<file path="src/rtl/cordic_pkg.sv">
// Shared CORDIC definitions: angle/phase widths, turn constants, rotator latency,
// atan table and the phase-to-angle fold used by the phase generator.
package cordic_pkg;

   localparam int ANG_W          = 16;
   localparam int PHASE_W        = 17;
   localparam int PHASE_MOD      = 92160;
   localparam int HALF_TURN      = 46080;
   localparam int QTR_TURN       = 23040;
   localparam int CORDIC_LATENCY = 8;
   localparam int CORDIC_STAGES  = 6;

   typedef logic        [PHASE_W-1:0] phase_t;
   typedef logic        [PHASE_W:0]   wphase_t;
   typedef logic signed [PHASE_W:0]   sphase_t;
   typedef logic signed [ANG_W-1:0]   angle_t;

   // atan(2^-i) in 256 LSB/deg, one entry per rotator stage
   localparam angle_t ATAN_TABLE [CORDIC_STAGES] = '{
      angle_t'(11520), angle_t'(6801), angle_t'(3593),
      angle_t'(1824),  angle_t'(916),  angle_t'(458)
   };

   typedef struct packed {
      angle_t angle;
      logic   flip;
   } fold_t;

   // Map an unsigned phase onto [-90,+90] deg; flip marks samples whose cos must be negated.
   function automatic fold_t fold_phase(input phase_t p);
      sphase_t sp;
      fold_t   r;
      sp = sphase_t'({1'b0, p});
      if (p >= phase_t'(HALF_TURN)) begin
         sp = sp - sphase_t'(PHASE_MOD);
      end
      if (sp > sphase_t'(QTR_TURN)) begin
         r.angle = angle_t'(sphase_t'(HALF_TURN) - sp);
         r.flip  = 1'b1;
      end else if (sp < -sphase_t'(QTR_TURN)) begin
         r.angle = angle_t'(-sphase_t'(HALF_TURN) - sp);
         r.flip  = 1'b1;
      end else begin
         r.angle = angle_t'(sp);
         r.flip  = 1'b0;
      end
      return r;
   endfunction

endpackage

</file>
<file path="src/rtl/cordic_phase_gen_if.sv">
// Control and sample bus between the phase generator and its host/rotator.
interface cordic_phase_gen_if;
   import cordic_pkg::*;

   logic   en;
   logic   phase_load;
   phase_t phase_init;
   phase_t freq_word;
   angle_t angle;
   logic   angle_valid;
   logic   flip_d;
   logic   valid_d;

   modport master (
      output en, phase_load, phase_init, freq_word,
      input  angle, angle_valid, flip_d, valid_d
   );

   modport slave (
      input  en, phase_load, phase_init, freq_word,
      output angle, angle_valid, flip_d, valid_d
   );

endinterface

</file>
<file path="src/rtl/cordic_flag_delay.sv">
// Fixed-depth async-reset shift register for sideband bits riding alongside the rotator.
module cordic_flag_delay #(
   parameter int DEPTH = 8,
   parameter int WIDTH = 1
) (
   input  logic             clk,
   input  logic             reset,
   input  logic [WIDTH-1:0] d_i,
   output logic [WIDTH-1:0] q_o
);

   logic [DEPTH-1:0][WIDTH-1:0] pipe_q;

   // Shifts every cycle: the rotator never stalls, so neither does its sideband.
   always_ff @(posedge clk or posedge reset) begin
      if (reset) begin
         pipe_q <= '0;
      end else begin
         pipe_q[0] <= d_i;
         for (int i = 1; i < DEPTH; i++) begin
            pipe_q[i] <= pipe_q[i-1];
         end
      end
   end

   assign q_o = pipe_q[DEPTH-1];

endmodule

</file>
<file path="src/rtl/cordic_phase_gen.sv">
// Phase accumulator and fold stage feeding the pipelined CORDIC rotator, with the
// quadrant flag and valid bit delayed to line up with the rotator output.
module cordic_phase_gen
   import cordic_pkg::*;
(
   input  logic               clk,
   input  logic               reset,
   cordic_phase_gen_if.slave  pg
);

   phase_t  acc_q;
   phase_t  acc_d;
   phase_t  freqSat;
   phase_t  initSat;
   wphase_t sum;
   fold_t   fold;
   logic    step;
   angle_t  angle_q;
   logic    flip_q;
   logic    angleValid_q;
   logic [1:0] delayed;

   // Out-of-range load and increment values are clamped so acc stays below PHASE_MOD.
   always_comb begin
      step    = pg.en & ~pg.phase_load;
      freqSat = (pg.freq_word  >= phase_t'(PHASE_MOD)) ? phase_t'(PHASE_MOD - 1) : pg.freq_word;
      initSat = (pg.phase_init >= phase_t'(PHASE_MOD)) ? phase_t'(PHASE_MOD - 1) : pg.phase_init;
      sum     = {1'b0, acc_q} + {1'b0, freqSat};
      acc_d   = acc_q;
      if (pg.phase_load) begin
         acc_d = initSat;
      end else if (pg.en) begin
         acc_d = (sum >= wphase_t'(PHASE_MOD)) ? phase_t'(sum - wphase_t'(PHASE_MOD))
                                               : sum[PHASE_W-1:0];
      end
      fold = fold_phase(acc_q);
   end

   // The emitted angle is the fold of the pre-update phase, so a load is seen first.
   always_ff @(posedge clk or posedge reset) begin
      if (reset) begin
         acc_q        <= '0;
         angle_q      <= '0;
         flip_q       <= 1'b0;
         angleValid_q <= 1'b0;
      end else begin
         acc_q        <= acc_d;
         angleValid_q <= step;
         if (step) begin
            angle_q <= fold.angle;
            flip_q  <= fold.flip;
         end
      end
   end

   cordic_flag_delay #(
      .DEPTH (CORDIC_LATENCY),
      .WIDTH (2)
   ) u_flagDelay (
      .clk   (clk),
      .reset (reset),
      .d_i   ({angleValid_q, flip_q}),
      .q_o   (delayed)
   );

   assign pg.angle       = angle_q;
   assign pg.angle_valid = angleValid_q;
   assign pg.valid_d     = delayed[1];
   assign pg.flip_d      = delayed[0];

endmodule

</file>
<file path="src/flat_wrapper.sv">
// flat-port wrapper written by rule: the top's interface ports become plain ports
module cordic_phase_gen_flat import cordic_pkg::*;
  (clk, reset, pg_en, pg_phase_load, pg_phase_init, pg_freq_word, pg_angle, pg_angle_valid, pg_flip_d, pg_valid_d);
  cordic_phase_gen_if pg_i ();
  input  logic clk;
  input  logic reset;
  input wire logic [$bits(pg_i.en)-1:0] pg_en;
  input wire logic [$bits(pg_i.phase_load)-1:0] pg_phase_load;
  input wire logic [$bits(pg_i.phase_init)-1:0] pg_phase_init;
  input wire logic [$bits(pg_i.freq_word)-1:0] pg_freq_word;
  output wire logic [$bits(pg_i.angle)-1:0] pg_angle;
  output wire logic [$bits(pg_i.angle_valid)-1:0] pg_angle_valid;
  output wire logic [$bits(pg_i.flip_d)-1:0] pg_flip_d;
  output wire logic [$bits(pg_i.valid_d)-1:0] pg_valid_d;
  assign pg_i.en = pg_en;
  assign pg_i.phase_load = pg_phase_load;
  assign pg_i.phase_init = pg_phase_init;
  assign pg_i.freq_word = pg_freq_word;
  assign pg_angle = pg_i.angle;
  assign pg_angle_valid = pg_i.angle_valid;
  assign pg_flip_d = pg_i.flip_d;
  assign pg_valid_d = pg_i.valid_d;
  cordic_phase_gen u_core (.clk(clk), .reset(reset), .pg(pg_i));
endmodule
</file>
<file path="config.mk">
export PLATFORM = sky130hd
export DESIGN_NAME = cordic_phase_gen_flat
export DESIGN_NICKNAME = d
export VERILOG_FILES = /design/src/rtl/cordic_pkg.sv /design/src/rtl/cordic_phase_gen_if.sv /design/src/rtl/cordic_flag_delay.sv /design/src/rtl/cordic_phase_gen.sv /design/src/flat_wrapper.sv
export SDC_FILE = /design/constraint.sdc
export NUM_CORES = 1
export LEC_CHECK = 0
export ABC_AREA = 1
export CAP_MARGIN = 20
export CORE_MARGIN = 3
export CORE_UTILIZATION = 55
export CTS_CLUSTER_DIAMETER = 150
export DETAILED_ROUTE_END_ITERATION = 16
export HOLD_SLACK_MARGIN = 0.15
export PLACE_DENSITY = 0.78
export RECOVER_POWER = 50
export SLEW_MARGIN = 20
export SYNTH_ARGS = -nofsm -noshare
export SYNTH_HDL_FRONTEND = slang
export SYNTH_SLANG_ARGS = --single-unit
</file>
<file path="constraint.sdc">
create_clock -name clk -period 2.8 [get_ports clk]
set_input_delay 0.42 -clock clk [delete_from_list [all_inputs] [get_ports clk]]
set_output_delay 0.42 -clock clk [all_outputs]
set_load 0.05 [all_outputs]
</file>
Yosys cells after proc, flatten, opt, wreduce, memory -nomap -nowiden
Cells that the tools add are included.

word-level totals
  register bits after elaboration = 51
  word-level logic and storage cells = 34

cells by class
  mux-type cells = 8
  add/sub/neg operators = 5
  $lt $le $gt $ge = 6
  bitwise gates (word level) = 2
  reduce and logical (&&, ||, !) cells = 1

operator list
  cell                      count
  $mux W17                  7
  $ge A17 B17 Y1 const B    2
  $sub A16 B16 Y16 const A  2
  $add A17 B17 Y18          1
  $ge A18 B17 Y1 const B    1
  $gt A18 B16 Y1 const B    1
  $lt A18 B16 Y1 const B    1
  $mux W18                  1
  $sub A17 B17 Y18 const B  1
  $ge A17 B16 Y1 const B    1
  $sub A17 B17 Y17 const B  1
  $reduce_bool A2 Y1        1
  $and A1 B1 Y1             1
  $not A1 Y1                1

Logic depth before layout (Yosys ltp)
Gate-level depths: netlist of run 1.

  depth after elaboration = 7
  gate-level depth with buffers = 24

Modules after synthesis
Synthesis of run 1 repeated with hierarchy kept, for this count alone.

second synthesis, totals
  cells, all modules = 597
  area total of the unflattened synthesis = 4047.6 sq um

modules (own cells, without submodules)
  module             cells an instance  instances  sequential area each (sq um)  area an instance (sq um)
  cordic_phase_gen   578                1          875.8                         3628.5
  cordic_flag_delay  19                 1          400.4                         419.2

Worst setup path before layout of run 1
No wires, ideal clock.

  path type = input to register
  start point = in pg_freq_word[11]
  end point = reg u_core.acc_q[15]
  arrival = 2.950 ns
  buffers on the path = 1
  stages = 20
  setup slack = -0.267 ns
  library setup time = 0.117 ns
  path through = o211ai_1 > a21boi_0 > clkbuf_1 > or2_2 > ha_1 > inv_1 > fa_1 > inv_1 > nand2_1 > nand2_1 > and2_1 > nand2_1 > nand4_1 > nand2_1 > a21oi_1 > nand2_1 > nand2_1 > nand3_1 > nand3_1 > nand2_1

on the way
  longest elaborated chain between the ends = 7
  elaborated cells on any way between the ends = 8
  classes of those cells = add/sub: 2; order compare: 2; mux: 4

RTL lines
  what                                                       RTL line                source
  start, declared                                            flat_wrapper.sv:10      input wire logic [$bits(pg_i.freq_word)-1:0] pg_freq_word;
  $ge A17 B17 Y1                                             cordic_phase_gen.sv:26  freqSat = (pg.freq_word >= phase_t'(PHASE_MOD)) ? phase_t'(PHASE_MOD - 1) : pg.freq_word;
  $mux W17 *                                                 cordic_phase_gen.sv:26
  $add A17 B17 Y18 *                                         cordic_phase_gen.sv:28  sum = {1'b0, acc_q} + {1'b0, freqSat};
  $sub A17 B17 Y17 / $ge A18 B17 Y1 (equally long branches)  cordic_phase_gen.sv:33  acc_d = (sum >= wphase_t'(PHASE_MOD)) ? phase_t'(sum - wphase_t'(PHASE_MOD))
  $mux W17 *                                                 cordic_phase_gen.sv:33
  $mux W17 *                                                 cordic_phase_gen.sv:32  end else if (pg.en) begin
  $mux W17 *                                                 cordic_phase_gen.sv:30  if (pg.phase_load) begin
  end signal, assigned                                       cordic_phase_gen.sv:42  acc_q <= '0;
  end signal, assigned                                       cordic_phase_gen.sv:47  acc_q <= acc_d;
  end, declared                                              cordic_phase_gen.sv:11  phase_t acc_q;

Mark *: on every way between the ends. The rest lies on a longest branch, timed or not. The select of a mux whose other input is x is not followed.
A chain may end at the register's enable or synchronous reset.

Worst setup path after layout of run 1
  start point = in pg_freq_word[12]
  end point = reg u_core.acc_q[15]

The elaborated chain is that of the path after synthesis.

==> key figures, run 1 <==
Global route
  – Total track usage: a little over a quarter
  – GRT met3 Usage: 3.00%
  – M2 GR Usage: 47.6%
  – Gr busiest metal: met2
  – Pin count of the biggest net entering global routing: 42
  – GRT Residual Overflow: 0
  – Vias in the first global route: about 4.5k
  – First-pass GRT wire length: between 15 and 20 mm
  – Met1 Use GR: 34.2%
  – Initial antenna violation count: 0

STA
  – Final Cycle Share: 102%
  – Slew @ Worst Pin: between 1000 and 1500 ps
  – Layout Skew: roughly 8.3 ps
  – Maximum achievable frequency: ~350 MHz
  – Crit path time final: roughly 2900 ps
  – Final setup margin: -57.0 ps
  – Setup repair after global routing missed its margin: true
  – Pins Over Slew Limit: 1
  – Relative slew slack: -0.0876%
  – Hold Vio Cnt, Final: 0
  – Setup Viol. Count Final: 5

Critical path
  – Crit-path slowest cell: or2_2
  – Crit path arrival time: 3060 ps
  – Cell family with most CP delay: simple AND/OR/NAND/NOR gates
  – Startpoint types: input pin
  – CP max stage delay: 310 ps
  – Setup CP Type: in2reg
  – CP required: 3000 ps
  – CP Max Fanout: 8
  – Worst path buffer plus inverter count: 3
  – Crit. End Element: flip-flop
  – Crit-path cells: buf_6 > o211ai_1 > buf_4 > a21boi_4 > or2_2 > ha_4 > nand2_1 > nor2_2 > inv_1 > nor3_2 > nand2_2 > nand2_1 > nand2_1 > nand2_2 > nand2_2 > nor2_2 > nand2_2 > nand2_4 > nand3_1 > nand3_1 > nand2_1

Clock tree
  – CTS tree: built
  – Clk root buf: clkbuf_8
  – Hold-fix buffers, CTS: 0
  – Worst skew pair latency: between 300 and 400 ps
  – CTS buffer count: 5
  – Sink Count: a little over 50
  – Clock-pin slew on the worst setup and hold paths: about 90 ps
  – H-Tree Depth: 2
  – Clock tree buffer depth: 2

Finish
  – Final net count: 873
  – Cell area after layout: around 0.006 mm^2
  – ANT cells: 0
  – Area added between synthesis and finish: 34.9%
  – Share of cells above drive strength 1: 22.6%

Synthesis
  – Largest cells by area after synthesis: dfrtp_1 29%, nand2_1 23%, inv_1 7.4%, nand3_1 6.4%, ha_1 5.9%
  – Cell area after synthesis: approximately 0.0044 mm^2
  – Netlist cell types: 43
  – Synth warn: 0
  – Number of flops mapped to enable cells by yosys: 0
  – Seq/Total Area, Yosys: roughly 29%
  – Yosys reg bits: 51
  – Ys flop type: dfrtp_1
  – Post-synthesis instance total: just under 700
  – Avg Inst Size Synth: 6.39 um^2
  – Post-synth top area cell: dfrtp_1
  – Cell with the most instances after synthesis: nand2_1
  – Post-synth top cells: 271 x nand2_1, 87 x inv_1, 57 x nand3_1
  – Syn_nets: 752
  – Post-synth ARST share: 100%
  – Post-synth top area share: between 20% and 30%

Routing
  – Avg WL per Cell: between 10 and 15 um
  – Antenna-violating nets left: 0
  – Vias per inst: around 5.4
  – Iter 0 DRT Violations: between 300 and 400
  – Via count: roughly 5.0k
  – # DRC: 0
  – Final wirelength: between 10 and 15 mm
  – TritonRoute pass-1 iters: 7

Floorplanning
  – Core area: ~0.0078 mm^2
  – Starting Density: approximately 57%
  – Die span in y: between 90 and 100 um
  – Std-Cell Rows: 32
  – Die W: about 96 um
  – Number of I/O pins: between 50 and 60
  – Die area: between 0.009 and 0.01 mm^2

Hold path
  – HP Class: reg2reg

Power
  – Switch Pwr: between 2 and 3 mW
  – Sw frac: 51.7%
  – Pint: 2.77 mW
  – Worst-case vdd ir drop: approximately 0.00042 V
  – Leak: between 3 and 4 nW
  – Part of the power in the clock network: under 10%
  – Pwr dens: roughly 960 mW/mm^2
  – Part of the power in combinational logic: between 70% and 80%
  – Flop pwr share: 20.2%

Outcome
  – Outcome: complete, but fails checks
  – Failing checks: capacitance limit, slew limit, setup timing

Placement
  – Final HPWL DP: ~9 mm
  – Placer Congestion: 0.965
  – I/O Buffers: 56
  – Place WS: -772 ps
  – Placed cell area: 0.00542 mm^2

Flow run
  – Max-cap violation count: 1
[repair_timing]
item                                    in CTS  in global routing
pin swaps                                   16                 18
setup buffers                               22                  2
gates cloned                                 1                  0
endpoints found under the setup margin       7                  8
gates resized for setup                     53                 33
[power groups by stage]
stage	combinational, mW	clock, mW	sequential [mW]
final	4.14	0.449	1.16
after global routing	4.55	0.483	1.18
after CTS	3.88	0.453	1.15
after detailed placement	3.63	0	1.16
after global placement	3.55	0	1.14
after floorplan	2.29	0	1.48
[placed cells by master (no fill, tap or decap), types with 4 or more instances in the layout]
master           instances
nand2_1                251
inv_1                   82
buf_4                   74
nand3_1                 56
dfrtp_1                 51
clkdlybuf4s50_1         49
nor2_1                  38
nand2_2                 26
o21ai_0                 20
xor2_1                  16
ha_1                    12
inv_2                   11
or2_2                   10
a21oi_1                  9
ha_4                     9
o211ai_1                 8
a21oi_2                  7
nor2_2                   7
clkbuf_8                 6
nand4_1                  5
nand2_4                  5
xnor2_1                  5
o221ai_1                 5
nor3_1                   4
buf_6                    4
[stage by stage]
step | setup TNS, ps | instances | hold WS, ps | total power [mW] | utilization (%)
after floorplan | 0 | 692 | 331 | 3.77 | -
after global placement | -5060 | 885 | 332 | 4.69 | 69.8
after detailed placement | -6100 | 885 | 336 | 4.79 | 69.8
after CTS | 0 | 916 | 356 | 5.48 | 75.2
after global routing | -1340 | 916 | 369 | 6.21 | 76.8
final | -225 | 916 | 357 | 5.74 | 76.8
[per-layer routing]
layer  wire length, um  vias up  part of all wire [%]
li1                  -     2420                     -
met1              5450     2279                    41
met2              6410      216                    48
met3               889       55                   6.7
met4               534        0                   4.0
met5                 0        -                     0
[worst reg2reg max path, stage by stage, from the launching register on]
cell,delay [ps]
dfrtp_1,500
inv_1,130
ha_1,210
nand2_1,50
nand2_1,80
nand3_2,120
nand2_4,110
a21oi_4,290
nand2_1,90
nand2_1,80
nand2_2,180
nand2_4,250
nand2_1,80
nand2_1,80
nand2_1,60
nand2_1,60
nand2_1,60
nand2_1,70
[flip-flops by register name (all words and copies together), names as in the netlist]
register,flops
u_core.pg.angle,16
u_core.flip_q,1
u_core.acc_q,17
u_core.u_flagDelay.q_o,2
u_core.pg.angle_valid,1
u_core.u_flagDelay.pipe_q,14
[worst paths after layout]
check	start	to	slack, ps	depth (start not counted)
min reg2reg	u_core.u_flagDelay.pipe_q[11]	u_core.u_flagDelay.pipe_q[13]	360	0
max in group asynchronous	reset	u_core.pg.angle[9]	900	3
max reg2reg	u_core.acc_q[11]	u_core.pg.angle[2]	260	17
min in group asynchronous	reset	u_core.u_flagDelay.pipe_q[3]	1000	2
max	pg_freq_word[12]	u_core.acc_q[15]	-60	21
min	u_core.u_flagDelay.pipe_q[11]	u_core.u_flagDelay.pipe_q[13]	360	0
[cells by family after synthesis]
kind of cell	Yosys count	synth area share, %
AOI/OAI and AO/OA	66	9.48
xor gates and xnor gates	22	4.36
adders and majority gates	22	6.39
buffers and inverters	112	10.3
DFF	51	28.9
and+or+nand+nor	419	40.7
[cell type report]
class,count,area [um^2]
fill,564,1800
tap,102,128
sequential,51,1280
multi-input combinational,530,2990
clock buffer,6,82.6
timing repair buffer,130,1110
clock inverter,2,16.3
inverter,95,359
No activity file was read; power rests on OpenSTA's default activity.
==> inputs of run 2 (changes only) <==
--- a/config.mk
+++ b/config.mk
@@ -7,6 +7,7 @@
 export LEC_CHECK = 0
 export ABC_AREA = 1
 export CAP_MARGIN = 20
+export CORE_ASPECT_RATIO = 1.25
 export CORE_MARGIN = 3
 export CORE_UTILIZATION = 55
 export CTS_CLUSTER_DIAMETER = 150
==> key figures, run 2 (synthesized netlist as in run 1, its figures left out) <==
Outcome
  – Outcome: complete, but fails checks
  – Failing checks: setup timing

STA
  – Final Cycle Share: 103% (+0.97 points)
  – Crit path time final: 2880 ps (+27.2 ps)
  – Relative slew slack: 43.9% (+44 points)
  – Setup repair after global routing missed its margin: true
  – Setup Viol. Count Final: 6 (+1)
  – Hold Vio Cnt, Final: 0 (unchanged)
  – Final setup margin: -84.3 ps (-27.2 ps)
  – Slew @ Worst Pin: 840 ps (-660 ps)
  – Maximum achievable frequency: 347 MHz (-0.94%)
  – Pins Over Slew Limit: 0 (-1)
  – Worst hold slack: 361 ps (+4.21 ps)
  – Layout Skew: 12.0 ps (+3.70 ps)

Clock tree
  – Sink Count: 51 (unchanged)
  – Clock tree buffer depth: 2 (unchanged)
  – Clock-pin slew on the worst setup and hold paths: 90 ps (about the same)
  – Worst skew pair latency: 310 ps (about the same)
  – CTS tree: built
  – Hold-fix buffers, CTS: 0 (unchanged)
  – CTS buffer count: 5 (unchanged)
  – H-Tree Depth: 2 (unchanged)
  – Clk root buf: clkbuf_8

Placement
  – Placer Congestion: 0.924 (-4.2%)
  – Placed insts: 869 (-1.8%)
  – I/O Buffers: 56 (unchanged)
  – Placed cell area: 0.00536 mm^2 (-1.1%)
  – Final HPWL DP: 9.40 mm (+3.7%)
  – Place WS: -807 ps (-35.7 ps)

Critical path
  – Crit path arrival time: 3140 ps (+80 ps)
  – CP required: 3050 ps (+50 ps)
  – CP Max Fanout: 8 (unchanged)
  – Reg2reg setup slack: 260 ps (about the same)
  – Startpoint types: input pin
  – Reg2reg path depth: 19 (+2)
  – FF-to-FF Start: u_core.acc_q[11]
  – R2r endpoint: u_core.pg.angle[3]
  – Setup crit start: pg_freq_word[11]
  – Crit. End Element: flip-flop
  – Setup CP Type: in2reg

Hold path
  – WHS Path Cells: 0 (unchanged)
  – HP Class: reg2reg
  – Min-delay src: u_core.u_flagDelay.pipe_q[4]
  – Endpoint, Worst Hold: u_core.u_flagDelay.pipe_q[6]

Global route
  – Total track usage: 27.7% (+0.32 points)
  – Pin count of the biggest net entering global routing: 29 (-31%)
  – Vias in the first global route: 4653 (+4.1%)
  – GRT Residual Overflow: 0 (unchanged)
  – Initial antenna violation count: 0 (unchanged)
  – First-pass GRT wire length: 20.8 mm (+3.9%)

Finish
  – Area added between synthesis and finish: 34.3%
  – Cell area after layout: 0.00594 mm^2 (-0.44%)
  – Commonest non-fill, non-tap cell in the layout: nand2_1
  – Layout Cells excl Fill: 889 (-2.9%)
  – Max reg flops: 17 (unchanged)
  – Final net count: 856 (-1.9%)
  – Share of cells above drive strength 1: 24.1% (+1.5 points)
  – Leading cell types in the layout, fill and taps excluded: 237 x nand2_1, 79 x inv_1, 54 x buf_4, 52 x nand3_1, 51 x dfrtp_1
  – ANT cells: 0 (unchanged)
  – Post-layout util: 78.4% (+1.6 points)
  – Most flops, register: u_core.acc_q

Routing
  – # DRC: 0 (unchanged)
  – Iter 0 DRT Violations: 283 (-11%)
  – Vias per inst: 5.42 (about the same)
  – Via count: 4822 (-3.0%)
  – TritonRoute pass-1 iters: 6 (-1)
  – Final wirelength: 12.8 mm (-3.7%)
  – Avg WL per Cell: 14.4 um (-0.83%)
  – Antenna-violating nets left: 0 (unchanged)

Power
  – Part of the power in combinational logic: 71.9% (about the same)
  – Part of the power in the clock network: 7.8% (about the same)
  – Sw frac: 52.7% (+0.98 points)
  – Leak: 3.08 nW (-1.5%)
  – Worst-case vdd ir drop: 0.000785 V (+86%)
  – Pwr dens: 961 mW/mm^2 (-0.14%)
  – Flop pwr share: 20.3% (about the same)
  – Pint: 2.70 mW (-2.6%)
  – Switch Pwr: 3.01 mW (+1.3%)

Floorplanning
  – Die W: 86.2 um (-9.9%)
  – Number of I/O pins: 57 (unchanged)
  – Std-Cell Rows: 35 (+9.4%)
  – Core area: 0.00758 mm^2 (-2.5%)
  – Die area: 0.00916 mm^2 (about the same)
  – Starting Density: 58.4% (+1.4 points)
  – Die span in y: 106 um (+11%)

Flow run
  – Max-cap violation count: 0 (-1)
==> run 2: changes by cell type in the layout (fill, tap and decap cells not counted), moves of 5 or more <==
cell | before | now
nand2_4 | 5 | 10
nand2_2 | 26 | 35
buf_4 | 74 | 54
nand2_1 | 251 | 237
==> run 2: worst max path at each step <==
stage,endpoint,cells past startpoint
finish,u_core.acc_q[13],20
global route,u_core.acc_q[13],22
CTS,u_core.acc_q[12],25
detailed placement,u_core.acc_q[12],21
global placement,u_core.acc_q[12],18
floorplan,u_core.acc_q[15],21
==> run 2: worst max-delay path, cell delays in order <==
cell	delay, ps
buf_6	90
o211ai_1	270
a21boi_4	130
buf_6	140
buf_6	120
or2_4	260
ha_4	320
nand2_4	80
nor2_4	150
and3_1	180
nand2_1	80
nand3b_1	90
nand2_1	130
a21oi_4	170
nand2_2	100
nand2_4	110
nand2_1	80
nand2_1	70
nand3_1	60
nand2_1	70
==> run 2: cell type report <==
cell class	instances	area [um^2]
multi-input cells	529	3100
fillers	528	1640
flip-flops and latches	51	1280
repair buffers	114	995
inverters	95	357
well taps	92	115
clock buffers	5	68.8
clock inverters	3	26.3
==> run 2: power groups by stage <==
| stage | combinational, mW | sequential [mW] | clock [mW] |
|---|---|---|---|
| global route | 4.52 | 1.19 | 0.484 |
| finish | 4.10 | 1.16 | 0.448 |
| detailed placement | 3.56 | 1.16 | 0 |
| global placement | 3.50 | 1.15 | 0 |
| CTS | 3.84 | 1.16 | 0.452 |
| floorplan | 2.29 | 1.48 | 0 |
==> run 2: layer usage <==
layer  part of all wire [%]  track usage, %  vias up
met5                      0               0        -
met4                    4.4            12.9        0
met3                    5.1            2.64       51
met2                     52            49.9      175
met1                     39            32.5     2208
li1                       -               -     2388
==> run 2: repair_timing <==
action                                  4_1_cts  5_1_grt
buffers inserted                             12        1
endpoints found under the setup margin        8        6
pin swaps                                    36       26
hold endpoints to repair                      0        0
resized for setup                            79       43
==> run 2: stage by stage <==
step | power (mW) | TNS [ps]
finish | 5.71 | -349
global route | 6.19 | -1240
CTS | 5.45 | 0
detailed placement | 4.72 | -6670
global placement | 4.65 | -6280
floorplan | 3.77 | 0
